[config.mk]
export PLATFORM = sky130hd
export DESIGN_NAME = recv_matcher_flat
export DESIGN_NICKNAME = d
export VERILOG_FILES = /design/src/rtl/recv_pkg.sv /design/src/rtl/recv_matcher_if.sv /design/src/rtl/recv_matcher.sv /design/src/flat_wrapper.sv
export SDC_FILE = /design/constraint.sdc
export NUM_CORES = 1
export LEC_CHECK = 0
export CAP_MARGIN = 5
export CORE_ASPECT_RATIO = 1.5
export CORE_MARGIN = 4
export CORE_UTILIZATION = 43
export CTS_CLUSTER_SIZE = 8
export DETAILED_ROUTE_END_ITERATION = 6
export HOLD_SLACK_MARGIN = 0.1
export PLACE_DENSITY_LB_ADDON = 0.1
export SLEW_MARGIN = 20
export SYNTH_ARGS = -nofsm -noshare
export SYNTH_HDL_FRONTEND = slang
export SYNTH_SLANG_ARGS = --single-unit
export TNS_END_PERCENT = 50
[constraint.sdc]
create_clock -name clk -period 3.12 [get_ports clk]
set_input_delay 0.468 -clock clk [delete_from_list [all_inputs] [get_ports clk]]
set_output_delay 0.468 -clock clk [all_outputs]
set_load 0.1 [all_outputs]
[src/rtl/recv_pkg.sv]
// Shared types and default widths for the receive matcher, the CAM and the network writer.
package recv_pkg;

    localparam int PKT_WIDTH_DEF  = 128;
    localparam int ADDR_WIDTH_DEF = 2;

    typedef enum logic [2:0] {
        IDLE,
        READ,
        CHECK,
        WAIT,
        DELIVER
    } state_t;

endpackage

[src/rtl/recv_matcher_if.sv]
// Host request/response handshake plus CAM port-B read and write-snoop signals.
interface recv_matcher_if
    import recv_pkg::*;
#(
    parameter int PACKETIZER_WIDTH = PKT_WIDTH_DEF,
    parameter int ADDR_WIDTH       = ADDR_WIDTH_DEF
);
    logic                        req_valid;
    logic                        req_ready;
    logic [ADDR_WIDTH-1:0]       req_src;
    logic                        resp_valid;
    logic                        resp_ready;
    logic [PACKETIZER_WIDTH-1:0] resp_data;
    logic                        resp_timeout;
    logic                        cam_re_b;
    logic [ADDR_WIDTH-1:0]       cam_addr_b;
    logic [PACKETIZER_WIDTH-1:0] cam_q_b;
    logic                        cam_we_a;

    // master = host and CAM side, slave = matcher
    modport master (
        output req_valid, req_src, resp_ready, cam_q_b, cam_we_a,
        input  req_ready, resp_valid, resp_data, resp_timeout, cam_re_b, cam_addr_b
    );

    modport slave (
        input  req_valid, req_src, resp_ready, cam_q_b, cam_we_a,
        output req_ready, resp_valid, resp_data, resp_timeout, cam_re_b, cam_addr_b
    );

endinterface

[src/rtl/recv_matcher.sv]
// Polls one CAM slot with backoff until a packet appears or the poll limit expires,
// then returns the payload or a timeout to the host.
//
//   state   | meaning
//   IDLE    | waiting for a receive request
//   READ    | issue CAM read (stalls while the network writes)
//   CHECK   | inspect read data: hit, miss, or timeout
//   WAIT    | backoff between polls
//   DELIVER | response held until the host takes it
module recv_matcher
    import recv_pkg::*;
#(
    parameter int PACKETIZER_WIDTH = PKT_WIDTH_DEF,
    parameter int ADDR_WIDTH       = ADDR_WIDTH_DEF,
    parameter int MAX_POLLS        = 16,
    parameter int BACKOFF          = 4
) (
    input  logic          clk,
    input  logic          rst,
    recv_matcher_if.slave bus,
    output logic          busy
);

    localparam logic [15:0] POLL_LIMIT   = 16'(MAX_POLLS);
    localparam logic [15:0] BACKOFF_LOAD = (BACKOFF > 0) ? 16'(BACKOFF - 1) : 16'd0;

    state_t                      state;
    state_t                      state_nxt;
    logic [ADDR_WIDTH-1:0]       src_q;
    logic [15:0]                 poll_cnt;
    logic [15:0]                 backoff_cnt;
    logic [15:0]                 poll_inc;
    logic [PACKETIZER_WIDTH-1:0] data_q;
    logic                        timeout_q;
    logic                        hit;
    logic                        limit_hit;
    logic                        req_ready_c;
    logic                        resp_valid_c;
    logic                        cam_re_c;

    // An all-zero word is indistinguishable from an empty slot.
    assign hit       = |bus.cam_q_b;
    assign poll_inc  = (poll_cnt == 16'hFFFF) ? poll_cnt : poll_cnt + 16'd1;
    assign limit_hit = (MAX_POLLS != 0) && (poll_inc == POLL_LIMIT);

    always_ff @(posedge clk) begin
        if (rst) state <= IDLE;
        else     state <= state_nxt;
    end

    always_comb begin
        state_nxt    = state;
        req_ready_c  = 1'b0;
        resp_valid_c = 1'b0;
        cam_re_c     = 1'b0;
        case (state)
            IDLE: begin
                req_ready_c = 1'b1;
                if (bus.req_valid) state_nxt = READ;
            end
            READ: begin
                if (!bus.cam_we_a) begin
                    cam_re_c  = 1'b1;
                    state_nxt = CHECK;
                end
            end
            CHECK: begin
                if (hit || limit_hit)  state_nxt = DELIVER;
                else if (BACKOFF == 0) state_nxt = READ;
                else                   state_nxt = WAIT;
            end
            WAIT: begin
                if (backoff_cnt == 16'd0) state_nxt = READ;
            end
            DELIVER: begin
                resp_valid_c = 1'b1;
                if (bus.resp_ready) state_nxt = IDLE;
            end
            default: state_nxt = IDLE;
        endcase
    end

    always_ff @(posedge clk) begin
        if (rst) begin
            src_q       <= '0;
            poll_cnt    <= '0;
            backoff_cnt <= '0;
            data_q      <= '0;
            timeout_q   <= 1'b0;
        end else begin
            case (state)
                IDLE: begin
                    if (bus.req_valid) begin
                        src_q    <= bus.req_src;
                        poll_cnt <= '0;
                    end
                end
                CHECK: begin
                    if (hit) begin
                        data_q    <= bus.cam_q_b;
                        timeout_q <= 1'b0;
                    end else begin
                        poll_cnt <= poll_inc;
                        if (limit_hit) begin
                            data_q    <= '0;
                            timeout_q <= 1'b1;
                        end else begin
                            backoff_cnt <= BACKOFF_LOAD;
                        end
                    end
                end
                WAIT: begin
                    if (backoff_cnt != 16'd0) backoff_cnt <= backoff_cnt - 16'd1;
                end
                default: ;
            endcase
        end
    end

    // Handshake outputs are forced low while reset is held.
    assign bus.req_ready    = req_ready_c & ~rst;
    assign bus.resp_valid   = resp_valid_c & ~rst;
    assign bus.cam_re_b     = cam_re_c & ~rst;
    assign bus.cam_addr_b   = src_q;
    assign bus.resp_data    = data_q;
    assign bus.resp_timeout = timeout_q;
    assign busy             = (state != IDLE);

endmodule

[src/flat_wrapper.sv]
// flat-port wrapper written by rule: the top's interface ports become plain ports
module recv_matcher_flat import recv_pkg::*;
#(
    parameter int PACKETIZER_WIDTH = PKT_WIDTH_DEF,
    parameter int ADDR_WIDTH       = ADDR_WIDTH_DEF,
    parameter int MAX_POLLS        = 16,
    parameter int BACKOFF          = 4
)
  (clk, rst, busy, bus_req_valid, bus_req_src, bus_resp_ready, bus_cam_q_b, bus_cam_we_a, bus_req_ready, bus_resp_valid, bus_resp_data, bus_resp_timeout, bus_cam_re_b, bus_cam_addr_b);
  recv_matcher_if #(.PACKETIZER_WIDTH(PACKETIZER_WIDTH), .ADDR_WIDTH(ADDR_WIDTH)) bus_i ();
  input  logic clk;
  input  logic rst;
  output logic busy;
  input wire logic [$bits(bus_i.req_valid)-1:0] bus_req_valid;
  input wire logic [$bits(bus_i.req_src)-1:0] bus_req_src;
  input wire logic [$bits(bus_i.resp_ready)-1:0] bus_resp_ready;
  input wire logic [$bits(bus_i.cam_q_b)-1:0] bus_cam_q_b;
  input wire logic [$bits(bus_i.cam_we_a)-1:0] bus_cam_we_a;
  output wire logic [$bits(bus_i.req_ready)-1:0] bus_req_ready;
  output wire logic [$bits(bus_i.resp_valid)-1:0] bus_resp_valid;
  output wire logic [$bits(bus_i.resp_data)-1:0] bus_resp_data;
  output wire logic [$bits(bus_i.resp_timeout)-1:0] bus_resp_timeout;
  output wire logic [$bits(bus_i.cam_re_b)-1:0] bus_cam_re_b;
  output wire logic [$bits(bus_i.cam_addr_b)-1:0] bus_cam_addr_b;
  assign bus_i.req_valid = bus_req_valid;
  assign bus_i.req_src = bus_req_src;
  assign bus_i.resp_ready = bus_resp_ready;
  assign bus_i.cam_q_b = bus_cam_q_b;
  assign bus_i.cam_we_a = bus_cam_we_a;
  assign bus_req_ready = bus_i.req_ready;
  assign bus_resp_valid = bus_i.resp_valid;
  assign bus_resp_data = bus_i.resp_data;
  assign bus_resp_timeout = bus_i.resp_timeout;
  assign bus_cam_re_b = bus_i.cam_re_b;
  assign bus_cam_addr_b = bus_i.cam_addr_b;
  recv_matcher #(.PACKETIZER_WIDTH(PACKETIZER_WIDTH), .ADDR_WIDTH(ADDR_WIDTH), .MAX_POLLS(MAX_POLLS), .BACKOFF(BACKOFF)) u_core (.clk(clk), .rst(rst), .bus(bus_i), .busy(busy));
endmodule
### Word level (Yosys, flattened, before mapping)

Cells that the tools add are included.

| storage, ports and cells | value |
|---|---|
| flip-flop bits (word level) | 166 |
| input port bits | 135 |
| word-level logic and storage cells | 61 |

| cells by class | value |
|---|---|
| add/sub/neg operators | 2 |
| eq/ne operators | 13 |
| multiplexer cells | 22 |
| bitwise operators | 4 |
| reduce and logical (&&, ||, !) cells | 14 |

Operators with widths:

| cell | count |
|---|---|
| 128-bit 2-to-1 mux | 2 |
| 128-bit OR reduction | 1 |
| 16-bit 2-to-1 mux | 6 |
| 16-bit case mux with 2 select lines | 2 |
| 16-bit by 1-bit adder with 16-bit output (second input constant) | 1 |
| 16-bit == test (second input constant) | 1 |
| 16-bit by 5-bit == test with 1-bit output (second input constant) | 1 |
| 16-bit logical NOT | 1 |
| 16-bit nonzero test | 1 |
| 16-bit by 1-bit subtractor with 16-bit output (second input constant) | 1 |
| 3-bit 2-to-1 mux | 5 |
| 3-bit case mux with 5 select lines | 1 |
| 2-bit != test (second input constant) | 5 |
| 4-bit AND reduction | 2 |
| 3-bit by 2-bit == test with 1-bit output (second input constant) | 2 |
| 1-bit 2-to-1 mux | 6 |
| 2-bit nonzero test | 3 |
| 2-bit by 1-bit != test with 1-bit output (second input constant) | 2 |
| 2-bit AND reduction | 2 |
| 1-bit AND | 3 |
| 3-bit by 1-bit == test with 1-bit output (second input constant) | 1 |
| 3-bit == test (second input constant) | 1 |
| 3-bit logical NOT | 1 |
| 3-bit AND reduction | 1 |
| 3 further kinds | 3 |

### Logic depth before layout (Yosys ltp)

| logic depth | value |
|---|---|
| depth in word-level cells | 6 |
| mapped depth | 11 |

### Worst setup path after synthesis

OpenSTA, ideal clock, no wires.

| path | value |
|---|---|
| path kind | in2out |
| start | input port rst |
| end | output port bus_cam_re_b |
| data arrival time | 3.600 ns |
| path slack | -0.948 ns |
| cell stages on the path | 2 |
| cells stage by stage | buf_1 -> nor4_1 |

| between the ends | value |
|---|---|
| word-level cells in the longest chain between the ends | 2 |

RTL lines:

| element | RTL line | RTL |
|---|---|---|
| from (decl) | flat_wrapper.sv:12 | `input logic rst;` |
| 1-bit NOT | recv_matcher.sv:123 | `assign bus.cam_re_b = cam_re_c & ~rst;` |
| 1-bit AND | recv_matcher.sv:123 |  |
| to (decl) | flat_wrapper.sv:23 | `output wire logic [$bits(bus_i.cam_re_b)-1:0] bus_cam_re_b;` |

No other way between the ends.

### Final worst setup path

| path | value |
|---|---|
| start | input port bus_cam_q_b[65] |
| end | register u_core.data_q[51] (netlist: u_core.bus.resp_data[51]) |

| between the ends | value |
|---|---|
| word-level cells in the longest chain between the ends | 3 |
| elaborated cells on any way between the ends | 4 |
| classes of those cells | 1 x mux; 3 x reduce/logical |

RTL lines:

| element | RTL line | RTL |
|---|---|---|
| from (decl) | flat_wrapper.sv:17 | `input wire logic [$bits(bus_i.cam_q_b)-1:0] bus_cam_q_b;` |
| 128-bit OR reduction * | recv_matcher.sv:42 | `assign hit = \|bus.cam_q_b;` |
| 2-bit nonzero test (no line) | - |  |
| 2-bit AND reduction (no line) | - |  |
| to (signal assigned) | recv_matcher.sv:100 | `data_q <= bus.cam_q_b;` |
| to (decl) | recv_matcher.sv:33 | `logic [PACKETIZER_WIDTH-1:0] data_q;` |

Mark *: on every way between the ends. The rest lies on a longest branch, timed or not.
A chain may end at the register's enable or synchronous reset.

==> metrics.md <==
| Metric | Value |
|---|---|
| Outcome | finished clean |
| Final total negative setup slack | 0 ps |
| Via count of the first global-routing pass | 6321 |
| Worst Setup SP | bus_cam_q_b[65] |
| Min-Delay Path Depth | 1 |
| Tcrit/Tclk final | 94.5% |
| Antenna violations before repair | 0 |
| Clock slew at the register clock pins of the worst setup and hold paths | 70 ps |
| Max Fanout on Critical Path | 41 |
| Worst max-slew margin expressed relative to the limit | 65.7% |
| Syn nets | 756 |
| Synth Area in Compound Gates | about a quarter |
| Synthesized area per cell | 10.8 um2 |
| Share of layout cells above drive strength 1 | between 20% and 30% |
| Cell area after synthesis | 6660 um2 |
| Async S/R FF share, synth | 0% |
| Synthesized instance count | 619 |
| Count of state elements after synthesis | 166 |
| Largest net degree at the start of global routing | 42 |
| Setup repair bufs after CTS | 0 |
| Die X-Extent | 110 um |
| Fin. max-slew vios | 0 |
| Via count of the routed design | 6348 |
| Number of resized instances in the post-cts repair step | 0 |
| Number of clock sinks | ~170 |
| CP max stage cell | nor4_1 |
| Class of the tightest hold or removal check | reg -> reg |
| Remaining design rule violation count | 0 |
| Static leakage | 4.12 nW |
| Max VDD drop | 0.448 mV |
| Min Clock Period, post-route | 2950 ps |
| Area Growth Syn to Fin | 50.8% |
| Delay of the slowest cell on the worst path | 480 ps |
| Number of standard cells in the final layout excluding fillers | 1117 |
| Total setup violations reported at the end of the flow | 0 |
| Measured slew at the worst slew-check pin | 510 ps |
| Area enclosed by the die boundary | 17600 um2 |
| Violation count after the first detailed-route iteration | 355 |
| Placeable core region | 15100 um2 |
| Placed Cells | between 1000 and 1500 |
| Highest Clock Rate | between 0.3 and 0.4 GHz |
| Bufs on Longest Clock Path | 2 |
| CTS tree | yes |
| Number of cell rows | 55 |
| Mux contribution to synthesized area | 1.39% |
| Total congestion overflow | 0 |
| Wire length of the first global-routing pass | 34500 um |
| Register-to-register setup slack | 180 ps |
| Routed wire length | 22800 um |
| Startpoint of the most critical hold path | u_core.bus.resp_data[88] |
| Launching point of the worst reg2reg path | u_core.poll_cnt[1] |
| Number of flops mapped to enable cells by yosys | 0 |
| All-layer global routing usage | 25.1% |
| Critical Path, Cell by Cell | clkdlybuf4s50_1 > nor4_1 > nand4_1 > nor4_1 > buf_4 > a21boi_0 > or2_1 > a31oi_4 > buf_4 > buf_12 > a22o_1 |
| RSZ-0062 raised after global routing | false |
| Yosys synthesis warning count | 0 |
| Via-to-Cell Ratio | 5.68 |
| Commonest non-fill, non-tap cells in the layout | buf_4 (168), dfxtp_1 (166), clkdlybuf4s50_1 (134) |
| Dominant delay contributor by cell family on the critical path | simple AND/OR/NAND/NOR gates |
| First drt pass iteration count | 5 |
| Most common cell after layout, fill and taps aside | buf_4 |
| Max-cap violation count | 0 |
| Number of hold violations in the final report | 0 |
| Pwr per Cell Area | 606 nW/um2 |
| H-tree depth | 4 |
| Final GP Congestion | 0.874 |
| Die height | 160 um |
| Setup WS pre-CTS | -378 ps |
| Starting density of the core | between 40% and 50% |
| Number of distinct library cells after synthesis | 69 |
| Worst r2r dst | u_core.state[1] |
| Half-perimeter wire length after detailed placement | 17500 um |
| Critical path endpoint category | register |
| Data required time of the worst path | 3480 ps |
| Antenna Nets Post-Route | 0 |
| XOR/XNOR share of the synthesized area | 1.58% |
| Clock latency on the worst-skew pair | 430 ps |
| Post-synthesis sequential area ratio | roughly half |
| Total of fill cells in the finished design | ~1200 |
| Data arrival time at the worst-slack endpoint | ~3300 ps |
| Final setup slack of the worst path | 171 ps |
| Antenna diodes | 0 |
| Port-buffer cells | 269 |
| IO Count | 270 |
| Nets | between 1000 and 1500 |
| Number of buffers inserted during clock tree synthesis | 17 |
| Hold-fix buffers at CTS | 0 |
| Ys flop type | dfxtp_1 |
| Clock Tree Root | clkbuf_16 |
| Wire length per cell | 20.4 um |
| Startpoint types | input pin |
| Worst reg2reg path depth | 9 |
| Clock skew after layout | 13.4 ps |
| Adder-Cell Fraction of Synth Area | 0.376% |
| Number of buffer and inverter instances along the worst setup path | 4 |
| Dominant combinational cell family by area after synthesis | compound AO/OA/AOI/OAI gates |
| End point of the worst hold path | u_core.bus.resp_data[88] |
| Crit Path Category | in -> reg |
| Simple-Gate Fraction of Synth Area | 16.2% |
## layer usage
metal / part of all wire [%] / global-route usage [%]
met2: 51 / 43.1
met4: 4.0 / 11.3
met3: 7.9 / 6.63
met1: 37 / 28.5
met5: 0 / 0
## Yosys cell counts, drive strengths merged (5+ instances only)
| library cell | instances | share of area [%] |
|---|---|---|
| clkbuf | 24 | 1.4 |
| o21ai | 18 | 1.5 |
| or3 | 6 | 0.64 |
| inv | 7 | 0.39 |
| nor3 | 14 | 1.1 |
| a311oi | 9 | 1.7 |
| nand4 | 17 | 2.2 |
| nor4 | 44 | 4.7 |
| buf | 23 | 3.4 |
| nor2 | 40 | 2.3 |
| a22o | 128 | 17 |
| nand3 | 8 | 0.60 |
| dfxtp | 166 | 50 |
| mux2i | 7 | 1.1 |
| a21oi | 13 | 0.98 |
| o31ai | 5 | 0.56 |
| xnor2 | 11 | 1.4 |
| nand2 | 18 | 1.0 |
## per-stage QoR
step / hold slack (ps) / utilization, % / total power [mW] / cell area [um2]
floorplan: 454 / - / 3.53 / 6660
global placement: 462 / 62.5 / 4.07 / 9460
detailed placement: 465 / 62.5 / 4.08 / 9460
CTS: 484 / 66.2 / 6.11 / 10000
global route: 496 / 66.3 / 6.28 / 10000
finish: 482 / 66.3 / 6.08 / 10000
## where the power goes
part / switching [mW] / internal [mW]
combinational: 1.22 / 0.502
clock: 0.920 / 1.12
sequential: 0.0783 / 2.24
total: 2.22 / 3.86
## worst max path at each step
stage	endpoint	slack, ps	depth (start not counted)
finish	u_core.bus.resp_data[51]	170	11
global route	u_core.bus.resp_data[43]	9	12
CTS	u_core.bus.resp_data[16]	40	12
detailed placement	u_core.bus.resp_data[51]	-380	12
global placement	u_core.bus.resp_data[19]	-340	12
floorplan	bus_req_ready	-180	4
## final cells by class
cell class	count	area [um2]	area share [%]
multi-input combinational	399	3000	29.9
clock inverter	14	144	1.43
clock buffer	17	425	4.24
timing repair buffer	315	2860	28.5
sequential	166	3320	33.1
inverter	7	26.3	0.262
tap	199	249	2.48
## sequential cells by signal, summed over array words and instances, names as in the netlist
signal and count:
u_core.backoff_cnt 16, u_core.bus.cam_addr_b 2, u_core.bus.resp_data 128, u_core.bus.resp_timeout 1, u_core.poll_cnt 16, u_core.state 3
## kinds of logic after synthesis
family / count (synthesis)
buffers and inverters: 54
adder cells (fa/ha/maj): 2
AO/OA/AOI/OAI: 201
multiplexers: 9
XOR/XNOR: 12
flip-flops: 166
AND/OR/NAND/NOR: 175
## worst reg2reg max path, cell delays in order (launching register included)
cell and delay (ps):
dfxtp_1 400, ha_1 360, nand4_4 240, nor4_4 340, mux2_2 360, o21ai_1 180
nor4b_4 350, buf_4 210, nor2_2 60, o311a_1 340
(Power assumes the default switching activity.)
